==> config.mk <==
export PLATFORM = sky130hd
export DESIGN_NAME = hcube_route_unit_flat
export DESIGN_NICKNAME = d
export VERILOG_FILES = /design/src/rtl/hcube_route_unit_pkg.sv /design/src/rtl/hcube_route_unit_if.sv /design/src/rtl/hcube_route_unit_route_fifo.sv /design/src/rtl/hcube_route_unit.sv /design/src/flat_wrapper.sv
export SDC_FILE = /design/constraint.sdc
export NUM_CORES = 1
export LEC_CHECK = 0
export ABC_CLOCK_PERIOD_IN_PS = 2400
export CORE_UTILIZATION = 49
export DETAILED_ROUTE_END_ITERATION = 6
export GPL_TIMING_DRIVEN = 0
export PLACE_DENSITY = 0.75
export SLEW_MARGIN = 20
export SYNTH_ARGS = -nofsm -noshare
export SYNTH_HDL_FRONTEND = slang
export SYNTH_SLANG_ARGS = --single-unit
==> constraint.sdc <==
create_clock -name clk -period 2.4 [get_ports clk]
set_input_delay 0.48 -clock clk [delete_from_list [all_inputs] [get_ports clk]]
set_output_delay 0.48 -clock clk [all_outputs]
set_load 0.02 [all_outputs]
==> src/rtl/hcube_route_unit_pkg.sv <==
// Shared widths and the combinational helpers used by the hypercube route unit:
// Hamming(7,4) syndrome/correction and dimension-order port selection.
package noc_route_pkg;

    localparam int PAYLOAD_W = 7;
    localparam int MAX_DIM   = 16;

    function automatic logic [2:0] ham_syndrome(input logic [PAYLOAD_W-1:0] d);
        logic p1, p2, p4;
        p1 = d[0] ^ d[2] ^ d[4] ^ d[6];
        p2 = d[1] ^ d[2] ^ d[5] ^ d[6];
        p4 = d[3] ^ d[4] ^ d[5] ^ d[6];
        return {p4, p2, p1};
    endfunction

    // A non-zero syndrome names the 1-based position of the flipped bit.
    function automatic logic [PAYLOAD_W-1:0] ham_correct(input logic [PAYLOAD_W-1:0] d);
        logic [2:0]           syn;
        logic [PAYLOAD_W-1:0] c;
        syn = ham_syndrome(d);
        c   = d;
        for (int i = 0; i < PAYLOAD_W; i++) begin
            if (syn == 3'(i + 1)) c[i] = ~d[i];
        end
        return c;
    endfunction

    // Returns dim when x is zero (local core), else lowest or highest set bit.
    function automatic int route_sel(input logic [MAX_DIM-1:0] x, input logic msb_first,
                                     input int dim);
        int sel;
        sel = dim;
        if (msb_first) begin
            for (int i = 0; i < MAX_DIM; i++) begin
                if (i < dim && x[i]) sel = i;
            end
        end else begin
            for (int i = MAX_DIM - 1; i >= 0; i--) begin
                if (i < dim && x[i]) sel = i;
            end
        end
        return sel;
    endfunction

endpackage

==> src/rtl/hcube_route_unit_if.sv <==
// Flit input stream plus the one-hot multi-port output stream of a router input.
interface hcube_route_unit_if
    import noc_route_pkg::*;
#(
    parameter int DIM = 4
);
    localparam int FLIT_W = PAYLOAD_W + DIM;

    logic              in_valid;
    logic              in_ready;
    logic [FLIT_W-1:0] in_flit;
    logic [DIM:0]      out_valid;
    logic [DIM:0]      out_ready;
    logic [FLIT_W-1:0] out_flit;

    modport master (
        output in_valid, in_flit, out_ready,
        input  in_ready, out_valid, out_flit
    );

    modport slave (
        input  in_valid, in_flit, out_ready,
        output in_ready, out_valid, out_flit
    );
endinterface

==> src/rtl/hcube_route_unit_route_fifo.sv <==
// Power-of-two circular FIFO with a first-word-fall-through read port.
module route_fifo
    import noc_route_pkg::*;
#(
    parameter int WIDTH = 11,
    parameter int DEPTH = 4
) (
    input  logic                     clk,
    input  logic                     rst_n,
    input  logic                     push,
    input  logic                     pop,
    input  logic [WIDTH-1:0]         wdata,
    output logic [WIDTH-1:0]         rdata,
    output logic                     full,
    output logic                     empty,
    output logic [$clog2(DEPTH):0]   count
);
    localparam int AW = $clog2(DEPTH);
    localparam int CW = AW + 1;

    logic [WIDTH-1:0] mem [DEPTH];
    logic [AW-1:0]    wr_ptr;
    logic [AW-1:0]    rd_ptr;
    logic             do_push;
    logic             do_pop;

    assign full    = (count == CW'(DEPTH));
    assign empty   = (count == '0);
    assign do_push = push && !full;
    assign do_pop  = pop && !empty;
    assign rdata   = mem[rd_ptr];

    // Pointers wrap naturally because DEPTH is a power of two.
    always_ff @(posedge clk or negedge rst_n) begin
        if (!rst_n) begin
            wr_ptr <= '0;
            rd_ptr <= '0;
            count  <= '0;
        end else begin
            if (do_push) wr_ptr <= wr_ptr + 1'b1;
            if (do_pop)  rd_ptr <= rd_ptr + 1'b1;
            count <= count + CW'(do_push) - CW'(do_pop);
        end
    end

    always_ff @(posedge clk) begin
        if (do_push) mem[wr_ptr] <= wdata;
    end

endmodule

==> src/rtl/hcube_route_unit.sv <==
// Router input stage: FIFO, Hamming correction and dimension-order route on the
// head flit, one-hot presentation register and a saturating corrected-flit count.
module hcube_route_unit
    import noc_route_pkg::*;
#(
    parameter int             DIM        = 4,
    parameter logic [DIM-1:0] NODE_ADDR  = '0,
    parameter int             FIFO_DEPTH = 4,
    parameter bit             MSB_FIRST  = 1'b0,
    parameter int             CNT_W      = 8
) (
    input  logic               clk,
    input  logic               rst_n,
    hcube_route_unit_if.slave  bus,
    input  logic               corr_clr,
    output logic [CNT_W-1:0]   corr_cnt
);
    localparam int FLIT_W = PAYLOAD_W + DIM;
    localparam int CW     = $clog2(FIFO_DEPTH) + 1;
    localparam int PORTS  = DIM + 1;
    localparam int IDX_W  = $clog2(PORTS);

    function automatic logic [CNT_W-1:0] sat_inc(input logic [CNT_W-1:0] v);
        return (&v) ? v : v + 1'b1;
    endfunction

    logic              in_ready_q;
    logic              push_p0;
    logic              load_p0;
    logic              full_p0;
    logic              empty_p0;
    logic [CW-1:0]     count_p0;
    logic [CW-1:0]     count_nxt;
    logic [FLIT_W-1:0] head_p0;
    logic [2:0]        syn_p0;
    logic [FLIT_W-1:0] fix_p0;
    logic [DIM-1:0]    x_p0;
    logic [IDX_W-1:0]  idx_p0;
    logic [DIM:0]      oh_p0;
    logic [DIM:0]      oh_p1;
    logic [FLIT_W-1:0] flit_p1;
    logic              vld_p1;
    logic              retire_p1;

    assign push_p0 = bus.in_valid && in_ready_q && !full_p0;

    route_fifo #(
        .WIDTH (FLIT_W),
        .DEPTH (FIFO_DEPTH)
    ) u_fifo (
        .clk   (clk),
        .rst_n (rst_n),
        .push  (push_p0),
        .pop   (load_p0),
        .wdata (bus.in_flit),
        .rdata (head_p0),
        .full  (full_p0),
        .empty (empty_p0),
        .count (count_p0)
    );

    // p0: correction and routing computed on the FIFO head
    assign syn_p0 = ham_syndrome(head_p0[FLIT_W-1 -: PAYLOAD_W]);
    assign fix_p0 = {ham_correct(head_p0[FLIT_W-1 -: PAYLOAD_W]), head_p0[DIM-1:0]};
    assign x_p0   = head_p0[DIM-1:0] ^ NODE_ADDR;
    assign idx_p0 = IDX_W'(route_sel(MAX_DIM'(x_p0), MSB_FIRST, DIM));
    assign oh_p0  = PORTS'(1) << idx_p0;

    assign vld_p1    = |oh_p1;
    assign retire_p1 = |(oh_p1 & bus.out_ready);
    assign load_p0   = !empty_p0 && (!vld_p1 || retire_p1);
    assign count_nxt = count_p0 + CW'(push_p0) - CW'(load_p0);

    // in_ready follows the post-edge occupancy so it never depends on same-cycle pops.
    always_ff @(posedge clk or negedge rst_n) begin
        if (!rst_n) in_ready_q <= 1'b0;
        else        in_ready_q <= (count_nxt < CW'(FIFO_DEPTH));
    end

    // p1: presentation register, held until one selected sink accepts
    always_ff @(posedge clk or negedge rst_n) begin
        if (!rst_n) begin
            oh_p1   <= '0;
            flit_p1 <= '0;
        end else if (load_p0) begin
            oh_p1   <= oh_p0;
            flit_p1 <= fix_p0;
        end else if (retire_p1) begin
            oh_p1   <= '0;
        end
    end

    always_ff @(posedge clk or negedge rst_n) begin
        if (!rst_n)                          corr_cnt <= '0;
        else if (corr_clr)                   corr_cnt <= '0;
        else if (load_p0 && syn_p0 != 3'd0)  corr_cnt <= sat_inc(corr_cnt);
    end

    assign bus.in_ready  = in_ready_q;
    assign bus.out_valid = oh_p1;
    assign bus.out_flit  = flit_p1;

endmodule

==> src/flat_wrapper.sv <==
// flat-port wrapper written by rule: the top's interface ports become plain ports
module hcube_route_unit_flat import noc_route_pkg::*;
#(
    parameter int             DIM        = 4,
    parameter logic [DIM-1:0] NODE_ADDR  = '0,
    parameter int             FIFO_DEPTH = 4,
    parameter bit             MSB_FIRST  = 1'b0,
    parameter int             CNT_W      = 8
)
  (clk, rst_n, corr_clr, corr_cnt, bus_in_valid, bus_in_flit, bus_out_ready, bus_in_ready, bus_out_valid, bus_out_flit);
  hcube_route_unit_if #(.DIM(DIM)) bus_i ();
  input  logic clk;
  input  logic rst_n;
  input  logic corr_clr;
  output logic [CNT_W-1:0] corr_cnt;
  input wire logic [$bits(bus_i.in_valid)-1:0] bus_in_valid;
  input wire logic [$bits(bus_i.in_flit)-1:0] bus_in_flit;
  input wire logic [$bits(bus_i.out_ready)-1:0] bus_out_ready;
  output wire logic [$bits(bus_i.in_ready)-1:0] bus_in_ready;
  output wire logic [$bits(bus_i.out_valid)-1:0] bus_out_valid;
  output wire logic [$bits(bus_i.out_flit)-1:0] bus_out_flit;
  assign bus_i.in_valid = bus_in_valid;
  assign bus_i.in_flit = bus_in_flit;
  assign bus_i.out_ready = bus_out_ready;
  assign bus_in_ready = bus_i.in_ready;
  assign bus_out_valid = bus_i.out_valid;
  assign bus_out_flit = bus_i.out_flit;
  hcube_route_unit #(.DIM(DIM), .NODE_ADDR(NODE_ADDR), .FIFO_DEPTH(FIFO_DEPTH), .MSB_FIRST(MSB_FIRST), .CNT_W(CNT_W)) u_core (.clk(clk), .rst_n(rst_n), .bus(bus_i), .corr_clr(corr_clr), .corr_cnt(corr_cnt));
endmodule
==> results of run 1 <==
==> cell families (layout without fill, tap and decap cells) <==
kind of cell	Yosys count	in the layout	synth area share, %
AOI/OAI and AO/OA	34	34	6.33
xor gates and xnor gates	22	22	6.63
and+or+nand+nor	56	56	8.49
DFF	76	76	63.1
adders and majority gates	9	9	3.57
muxes	15	15	9.57
buffers and inverters	16	94	2.27
==> cell type report <==
| class | count | area (um^2) | area share [%] |
|---|---|---|---|
| Tap cell | 77 | 96.3 | 2.19 |
| Clock buffer | 9 | 124 | 2.81 |
| Multi-Input combinational cell | 136 | 1290 | 29.2 |
| Clock inverter | 7 | 81.3 | 1.85 |
| Buffer | 7 | 53.8 | 1.22 |
| Inverter | 8 | 35.0 | 0.796 |
| Sequential cell | 76 | 2120 | 48.3 |
| Timing Repair Buffer | 63 | 599 | 13.6 |
==> final timing paths <==
check | start | end | slack (ns) | depth (start not counted)
worst max-delay path | u_core.u_fifo.rd_ptr[0] | u_core.corr_cnt[1] | -0.13 | 9
worst min-delay path | u_core.bus.out_flit[8] | u_core.bus.out_flit[8] | 0.49 | 2
worst max register to register | u_core.u_fifo.rd_ptr[0] | u_core.corr_cnt[1] | -0.13 | 9
worst min register to register | u_core.bus.out_flit[8] | u_core.bus.out_flit[8] | 0.49 | 2
max in group asynchronous | rst_n | u_core.bus.out_valid[2] | 1.48 | 3
min in group asynchronous | rst_n | u_core.bus.out_flit[3] | 0.53 | 2
==> through the flow <==
| step | setup TNS [ns] | area (um^2) | utilization (%) | worst slack [ns] |
|---|---|---|---|---|
| 2_1_floorplan | 0 | 3370 | - | 0.0130 |
| 5_1_grt | -2.78 | 4400 | 67.8 | -0.274 |
| 6_report | -0.985 | 4400 | 67.8 | -0.125 |
| 4_1_cts | -0.305 | 4290 | 66.1 | -0.0501 |
| 3_3_place_gp | -8.39 | 3890 | 59.9 | -0.612 |
| 3_5_place_dp | -9.27 | 3910 | 60.2 | -0.601 |
==> state kept, by name, summed over array words and instances (netlist names) <==
name                  count
u_core.corr_cnt           8
u_core.bus.in_ready       1
u_core.u_fifo.count       3
u_core.bus.out_valid      5
u_core.u_fifo.wr_ptr      2
u_core.bus.out_flit      11
u_core.u_fifo.mem        44
u_core.u_fifo.rd_ptr      2
==> routing by layer <==
layer | share of wire [%] | global-route usage [%] | wire, um
met5 | 0 | 0 | 0
met3 | 5.8 | 5.16 | 377
met4 | 0.94 | 5.08 | 61
met2 | 49 | 31.6 | 3220
met1 | 44 | 27.3 | 2850
==> worst max-delay path: stages, from the launching register on <==
cell and delay [ns]:
dfrtp_2 0.44, buf_12 0.14, mux4_2 0.62, xnor2_4 0.17, buf_4 0.15, nand3_1 0.15
a21oi_4 0.12, buf_6 0.14, or3b_1 0.37, a21oi_1 0.14
==> timing repair <==
action                     in CTS  in global routing
setup endpoints to repair      16                 20
resized for setup              21                 15
pin swaps                       7                 13
cloned                          1                  0
hold endpoints to repair        7                  0
buffers inserted               11                  6
hold buffers                    1                  0
==> power by group <==
| part | switching (mW) | internal [mW] | leakage, nW | total [mW] |
|---|---|---|---|---|
| logic | 2.15 | 2.04 | 0.772 | 4.18 |
| clock network | 0.508 | 0.495 | 0.101 | 1.00 |
| registers | 0.224 | 1.75 | 0.799 | 1.98 |
| total | 2.88 | 4.29 | 1.67 | 7.16 |
==> cell usage in the layout (no fill, tap or decap), drive strengths merged <==
| master | n |
|---|---|
| dlymetal6s2s | 2 |
| dlygate4sd3 | 1 |
| a222oi | 1 |
| o21ai | 10 |
| or4 | 6 |
| and3 | 3 |
| fa | 1 |
| nand2b | 1 |
| mux2 | 3 |
| xor2 | 6 |
| buf | 25 |
| edfxtp | 44 |
| dfrtp | 32 |
| a31o | 1 |
| nor3 | 5 |
| nand2 | 20 |
| a21o | 1 |
| nand3b | 1 |
| mux2i | 1 |
| bufinv | 1 |
| mux4 | 11 |
| o31ai | 6 |
| xnor2 | 16 |
| clkinvlp | 1 |
| clkdlybuf4s50 | 40 |
| nand3 | 8 |
| nor4 | 1 |
| inv | 11 |
| a21oi | 11 |
| and2 | 4 |
| a22o | 3 |
| nor2 | 4 |
| or3 | 2 |
| or3b | 1 |
| clkbuf | 11 |
| a31oi | 1 |
| ha | 8 |
| clkinv | 2 |
==> impl_metrics.env, run 1 <==
export IMPL_status="finished, violations left"
export IMPL_violations="DRC, setup timing"
export IMPL_synth_distinct_cells=38
export IMPL_grt_pass1_wl_um=10700
export IMPL_die_y_um=84.8
export IMPL_clock_skew_ns=0.0151
export IMPL_synth_area_leaders="edfxtp_1 (39%), dfrtp_1 (24%), mux4_1 (6.3%)"
export IMPL_yosys_register_bits=76
export IMPL_drc=5
export IMPL_nNetsFinal=330
export IMPL_hpwl_um=4160
export IMPL_required_ns=2.67
export IMPL_drv_slew=0
export IMPL_start_util_pct=51.7
export IMPL_fin_hold_ws_ns=0.489
export IMPL_drtAntennaViolNets=0
export IMPL_ios=45
export IMPL_synth_edf_count=44
export IMPL_drt_first_pass_iters=7
export IMPL_syn_nets=257
export IMPL_core_area_um2=6490
export IMPL_cts_buffers=9
export IMPL_drive_gt1_share_pct=23.5
export IMPL_rsz0062_at_grt="yes"
export IMPL_avgSynthCellArea_um2=14.7
export IMPL_routed_wl_um=6510
export IMPL_port_buffers=43
export IMPL_ys_seq_area_share_pct=63.1
export IMPL_p_per_area_nw_per_um2=1630
export IMPL_synthTopCellsByCount="edfxtp_1 (44), dfrtp_1 (32), nand2_1 (20)"
export IMPL_period_share_pct=105
export IMPL_peakVddDrop_uv=751
export IMPL_worstSetupStartpointType="register"
export IMPL_dieArea_um2=7190
export IMPL_antenna_cells=0
export IMPL_period_needed_ns=2.53
export IMPL_clock_path_buffers=2
export IMPL_cap_violations=0
export IMPL_final_cells=383
export IMPL_fin_ws_ns=-0.125
export IMPL_synth_largest_area_cell="edfxtp_1"
export IMPL_synth_top_cell_area_share_pct=39.3
export IMPL_area_growth_pct=31.0
export IMPL_netlist_area_um2=3360
export IMPL_worst_slew_margin_rel_pct=59.0
export IMPL_via_count=2167
export IMPL_hp_class="reg2reg"
export IMPL_grt_pass1_vias=2097
export IMPL_tightestPinTransition_ns=0.615
export IMPL_cts_max_level=3
export IMPL_drtIter0Drc=123
export IMPL_p_leak_nw=1.67
export IMPL_grt_overflow_total=0
export IMPL_yosys_warnings=0
export IMPL_clk_pin_slew_worst_paths_ns=0.09
export IMPL_num_rows=29
export IMPL_wl_per_cell_um=17.0
export IMPL_placed_cells=349
export IMPL_clkLatencyLatePin_ns=0.35
export IMPL_antenna_found_initial=0
export IMPL_cp_arrival_ns=2.80
export IMPL_die_w_um=84.8
export IMPL_clock_sinks=76
export IMPL_setup_violations=11
export IMPL_root_buffer="clkbuf_8"
export IMPL_total_power_mw=7.16
export IMPL_end_kind="register"
export IMPL_grt_max_degree=26
export IMPL_grt_usage_pct=19.7
export IMPL_synthFlopType="edfxtp_1"
export IMPL_syn_inst=228
export IMPL_fmax_mhz=396
export IMPL_synth_most_common_cell="edfxtp_1"
export IMPL_ys_async_sr_fraction_pct=42.1
export IMPL_finalHoldViolCount=0
export IMPL_vias_per_cell=5.66
export IMPL_cts_tree="built"
export IMPL_worst_path_max_fanout=8
export IMPL_place_congestion=0.771
export IMPL_worstSetupPathType="reg2reg"
export IMPL_nFillCells=451
No activity file was read; power rests on OpenSTA's default activity.
==> run 2: changes to the inputs <==
Settings changed: ABC_CLOCK_PERIOD_IN_PS 2400 to 3200, CORE_UTILIZATION 49 to 59, PLACE_DENSITY 0.75 to 0.85.
Clock period 2.4 ns to 3.2 ns, I/O delays scaled along.
==> run 2 against run 1 <==
The flow now finishes without violations. Flip-flop and latch count unchanged. Utilization up 6.3 points. Critical path type is now in2reg. Largest power group unchanged. Cell area down 7.4%.
==> impl_metrics.env, run 2 (synthesized netlist as in run 1, its figures left out) <==
export IMPL_status="finished clean"
export IMPL_routed_wl_um=6120
export IMPL_clock_sinks=76
export IMPL_cts_buffers=9
export IMPL_r2r_end="u_core.u_fifo.count[2]"
export IMPL_drv_slew=0
export IMPL_grt_pass1_wl_um=10300
export IMPL_clk_pin_slew_worst_paths_ns=0.08
export IMPL_p_per_area_nw_per_um2=1130
export IMPL_path_depth=11
export IMPL_startpoint="bus_out_ready[1]"
export IMPL_slowest_stage="clkdlybuf4s50_1"
export IMPL_fmax_mhz=339
export IMPL_peakVddDrop_uv=574
export IMPL_endpoint="u_core.u_fifo.count[2]"
export IMPL_mostFrequentLayoutCells="edfxtp_1 (44), clkdlybuf4s50_1 (42), dfrtp_1 (32), nand2_1 (20), xnor2_1 (13)"
export IMPL_met3_length_um=267
export IMPL_cap_violations=0
export IMPL_grt_pass1_vias=2094
export IMPL_final_common_cell="edfxtp_1"
export IMPL_grt_usage_pct=23.6
export IMPL_wl_per_cell_um=17.1
export IMPL_drt_first_pass_iters=4
export IMPL_clock_skew_ns=0.00745
export IMPL_area_growth_pct=21.3
export IMPL_cts_max_level=3
export IMPL_drc=0
export IMPL_reg2reg_from="u_core.bus.out_valid[2]"
export IMPL_port_buffers=43
export IMPL_tightestPinTransition_ns=0.719
export IMPL_period_needed_ns=2.95
export IMPL_critical_path_max_stage_delay_ns=0.40
export IMPL_required_ns=3.43
export IMPL_placed_cells=343
export IMPL_p_leak_nw=1.53
export IMPL_die_y_um=77.5
export IMPL_final_cells=359
export IMPL_largest_reg_flops=44
export IMPL_rrSetupSlack_ns=0.47
export IMPL_rsz0062_at_grt="no"
export IMPL_hpwl_um=4310
export IMPL_clock_path_buffers=2
export IMPL_cts_tree="built"
export IMPL_antenna_found_initial=0
export IMPL_fin_util_pct=74.0
export IMPL_wl_met1_um=2590
export IMPL_period_share_pct=92.1
export IMPL_drtIter0Drc=93
export IMPL_via_count=2068
export IMPL_place_congestion=0.855
export IMPL_routed_top_layer="met4"
export IMPL_rr_worst_depth=10
export IMPL_worst_slew_margin_rel_pct=52.1
export IMPL_cts_hold_fix_buffers=0
export IMPL_num_rows=27
export IMPL_finalHoldViolCount=0
export IMPL_total_power_mw=4.59
export IMPL_cp_arrival_ns=3.18
export IMPL_start_util_pct=61.0
export IMPL_post_cts_resized=0
export IMPL_worstSetupPathType="in2reg"
export IMPL_vias_per_cell=5.76
export IMPL_drtAntennaViolNets=0
export IMPL_worst_path_max_fanout=6
export IMPL_core_area_um2=5510
export IMPL_nNetsFinal=311
export IMPL_worstSetupStartpointType="primary input"
export IMPL_path_delay_family="adder cells"
export IMPL_setup_violations=0
export IMPL_drive_gt1_share_pct=11.1
export IMPL_dieArea_um2=6000
export IMPL_ios=45
export IMPL_post_cts_buffers=0
export IMPL_path_buf_inv=4
export IMPL_fin_hold_ws_ns=0.346
export IMPL_end_kind="register"
export IMPL_root_buffer="clkbuf_8"
export IMPL_clkLatencyLatePin_ns=0.34
export IMPL_regMostFlops="u_core.u_fifo.mem"
export IMPL_antenna_cells=0
export IMPL_grt_max_degree=33
export IMPL_hp_class="in2async"
export IMPL_grt_overflow_total=0
export IMPL_wl_met2_um=3180
export IMPL_die_w_um=77.5
export IMPL_worstPathCellList="clkdlybuf4s50_1, a222oi_1, and3_1, clkbuf_1, a21o_1, inv_1, ha_1, inv_1, ha_1, fa_1, xnor2_1"
==> run 2: layout make-up <==
type                            count  area [um^2]
Buffer                              8         46.3
Multi-Input combinational cell    136         1160
Sequential cell                    76         2120
Inverter                            8         30.0
Tap cell                           72         90.1
Fill cell                         347         1430
Clock inverter                      7         76.3
Clock buffer                        9          124
Timing Repair Buffer               43          425
==> run 2: worst min path at each step <==
stage,end,slack (ns),cells past startpoint
4_1_cts,u_core.bus.out_flit[9],0.36,1
3_5_place_dp,u_core.bus.out_flit[10],0.47,2
5_1_grt,u_core.bus.in_ready,0.40,1
3_3_place_gp,u_core.bus.out_flit[10],0.47,2
2_1_floorplan,u_core.bus.in_ready,0.34,0
6_report,u_core.bus.out_valid[0],0.35,1
==> run 2: layer usage <==
layer / up-vias / global-route usage, %
li1: 970 / -
met1: 1035 / 28.9
met2: 55 / 39.9
met3: 8 / 5.29
met4: 0 / 10.6
met5: - / 0
==> run 2: report_power, final <==
part,leakage [nW],internal [mW],switching (mW)
Clock,0.0958,0.364,0.362
Combinational,0.636,1.07,1.33
Sequential,0.801,1.31,0.155
Total,1.53,2.74,1.85
==> run 2: worst register-to-register path, stage by stage (launching register included) <==
cell and delay, ns:
dfrtp_1 0.44, a222oi_1 0.34, and3_1 0.19, clkbuf_1 0.22, a21o_1 0.28, inv_1 0.12, ha_1 0.28, inv_1 0.05
ha_1 0.19, fa_1 0.39, xnor2_1 0.14
==> run 2: through the flow <==
stage	setup slack, ns	instance area, um^2	TNS, ns
floorplan	0.559	3360	0
global placement	-0.103	3880	-0.121
detailed placement	-0.138	3880	-0.188
CTS	0.237	4080	0
global route	0.0874	4080	0
finish	0.252	4080	0
==> run 3: changes to the inputs <==
Settings changed: ABC_CLOCK_PERIOD_IN_PS 3200 to 3300, CORE_UTILIZATION 59 to 54, GPL_ROUTABILITY_DRIVEN set to 0, PLACE_DENSITY 0.85 to 0.79.
Clock period 3.2 ns to 3.3 ns, I/O delays scaled along.
==> run 3 against run 2 <==
Clock skew rose by 0.00081 ns. Combinational power fell by 4%. Die area rose by 9.0%. Cell count rose by 0.84%. Count of clock-buffer cells in the layout did not move. Clock power fell by 9.2%. Via count fell by 0.68%. Critical path type unchanged. Global-route usage fell by 3.3 points. Sequential power fell by 3%.
==> impl_metrics.env, run 3 (synthesized netlist as in run 1, its figures left out) <==
export IMPL_status="finished clean"
export IMPL_drc=0
export IMPL_core_area_um2=5960
export IMPL_port_buffers=43
export IMPL_grt_pass1_vias=1947
export IMPL_worstSetupStartpointType="primary input"
export IMPL_drv_slew=0
export IMPL_clkLatencyLatePin_ns=0.35
export IMPL_rsz0062_at_grt="no"
export IMPL_grt_pass1_wl_um=9490
export IMPL_antenna_cells=0
export IMPL_rr_worst_depth=8
export IMPL_root_buffer="clkbuf_8"
export IMPL_antenna_found_initial=0
export IMPL_die_y_um=80.9
export IMPL_area_growth_pct=20.9
export IMPL_nNetsFinal=311
export IMPL_end_kind="register"
export IMPL_start_util_pct=56.4
export IMPL_largest_reg_flops=44
export IMPL_dieArea_um2=6540
export IMPL_drt_first_pass_iters=4
export IMPL_p_leak_nw=1.52
export IMPL_worstPathCellList="clkdlybuf4s50_1, a222oi_1, and3_1, clkbuf_1, a21o_1, inv_1, ha_1, inv_1, ha_1, fa_1, xnor2_1"
export IMPL_grt_overflow_total=0
export IMPL_p_per_area_nw_per_um2=1080
export IMPL_clock_sinks=76
export IMPL_regMostFlops="u_core.u_fifo.mem"
export IMPL_clk_pin_slew_worst_paths_ns=0.09
export IMPL_path_depth=11
export IMPL_vias_per_cell=5.67
export IMPL_post_cts_buffers=0
export IMPL_path_delay_family="adder cells"
export IMPL_drtAntennaViolNets=0
export IMPL_r2r_end="u_core.corr_cnt[3]"
export IMPL_tightestPinTransition_ns=0.717
export IMPL_die_w_um=80.9
export IMPL_reg2reg_from="u_core.u_fifo.rd_ptr[0]"
export IMPL_finalHoldViolCount=0
export IMPL_path_buf_inv=4
export IMPL_hpwl_um=4020
export IMPL_cts_max_level=3
export IMPL_cts_hold_fix_buffers=0
export IMPL_clock_skew_ns=0.00826
export IMPL_worst_path_max_fanout=6
export IMPL_worstSetupPathType="in2reg"
export IMPL_critical_path_max_stage_delay_ns=0.41
export IMPL_cts_tree="built"
export IMPL_endpoint="u_core.u_fifo.count[2]"
export IMPL_worst_slew_margin_rel_pct=52.2
export IMPL_slowest_stage="clkdlybuf4s50_1"
export IMPL_finalSetupTns_ns=0
export IMPL_grt_usage_pct=20.2
export IMPL_num_rows=28
export IMPL_startpoint="bus_out_ready[2]"
export IMPL_cts_buffers=9
export IMPL_cp_arrival_ns=3.19
export IMPL_period_needed_ns=2.95
export IMPL_peakVddDrop_uv=641
export IMPL_drive_gt1_share_pct=11.1
export IMPL_grt_max_degree=33
export IMPL_ios=45
export IMPL_wl_per_cell_um=16.3
export IMPL_via_count=2054
export IMPL_period_share_pct=89.5
export IMPL_rrSetupSlack_ns=0.58
export IMPL_final_common_cell="edfxtp_1"
export IMPL_mostFrequentLayoutCells="edfxtp_1 (44), clkdlybuf4s50_1 (42), dfrtp_1 (32), nand2_1 (20), xnor2_1 (13)"
export IMPL_drtIter0Drc=76
export IMPL_hp_class="in2async"
export IMPL_post_cts_resized=0
export IMPL_cap_violations=0
export IMPL_clock_path_buffers=2
export IMPL_routed_wl_um=5880
export IMPL_setup_violations=0
export IMPL_fin_hold_ws_ns=0.357
export IMPL_fmax_mhz=338
export IMPL_required_ns=3.54
==> run 3: cell type report <==
type                            instances  area (um^2)
Timing Repair Buffer                   43          425
Multi-Input combinational cell        136         1160
Sequential cell                        76         2120
Tap cell                               75         93.8
Clock inverter                          7         60.1
Clock buffer                            9          124
Inverter                                8         30.0
Fill cell                             439         1890
Buffer                                  8         46.3
==> run 3: per-stage QoR <==
stage	util, %	total power [mW]	setup WS (ns)	std cells	cell area [um^2]
CTS	68.2	4.42	0.335	362	4060
floorplan	-	3.14	0.639	228	3360
global placement	65.2	3.69	-0.000129	346	3880
global route	68.2	4.67	0.153	362	4060
finish	68.2	4.39	0.346	362	4060
detailed placement	65.1	3.76	-0.0140	346	3880
==> run 3: report_power, final <==
part           switching, mW  internal, mW  total (mW)
registers              0.152          1.27        1.42
clock network          0.375         0.284       0.659
logic                   1.27          1.03        2.30
==> run 3: how the worst min path moves through the flow <==
stage,to,depth (start not counted)
5_1_grt,u_core.bus.out_flit[1],1
3_5_place_dp,u_core.bus.out_flit[5],2
4_1_cts,u_core.bus.out_flit[7],1
3_3_place_gp,u_core.bus.out_flit[6],2
6_report,u_core.corr_cnt[1],1
2_1_floorplan,u_core.bus.in_ready,0
==> run 3: per-layer routing <==
metal	routed length [um]	global-route usage [%]	up-vias
met1	2540	25.0	1022
met5	0	0	-
li1	-	-	963
met4	109	10.7	0
met2	3010	33.4	59
met3	229	4.38	10
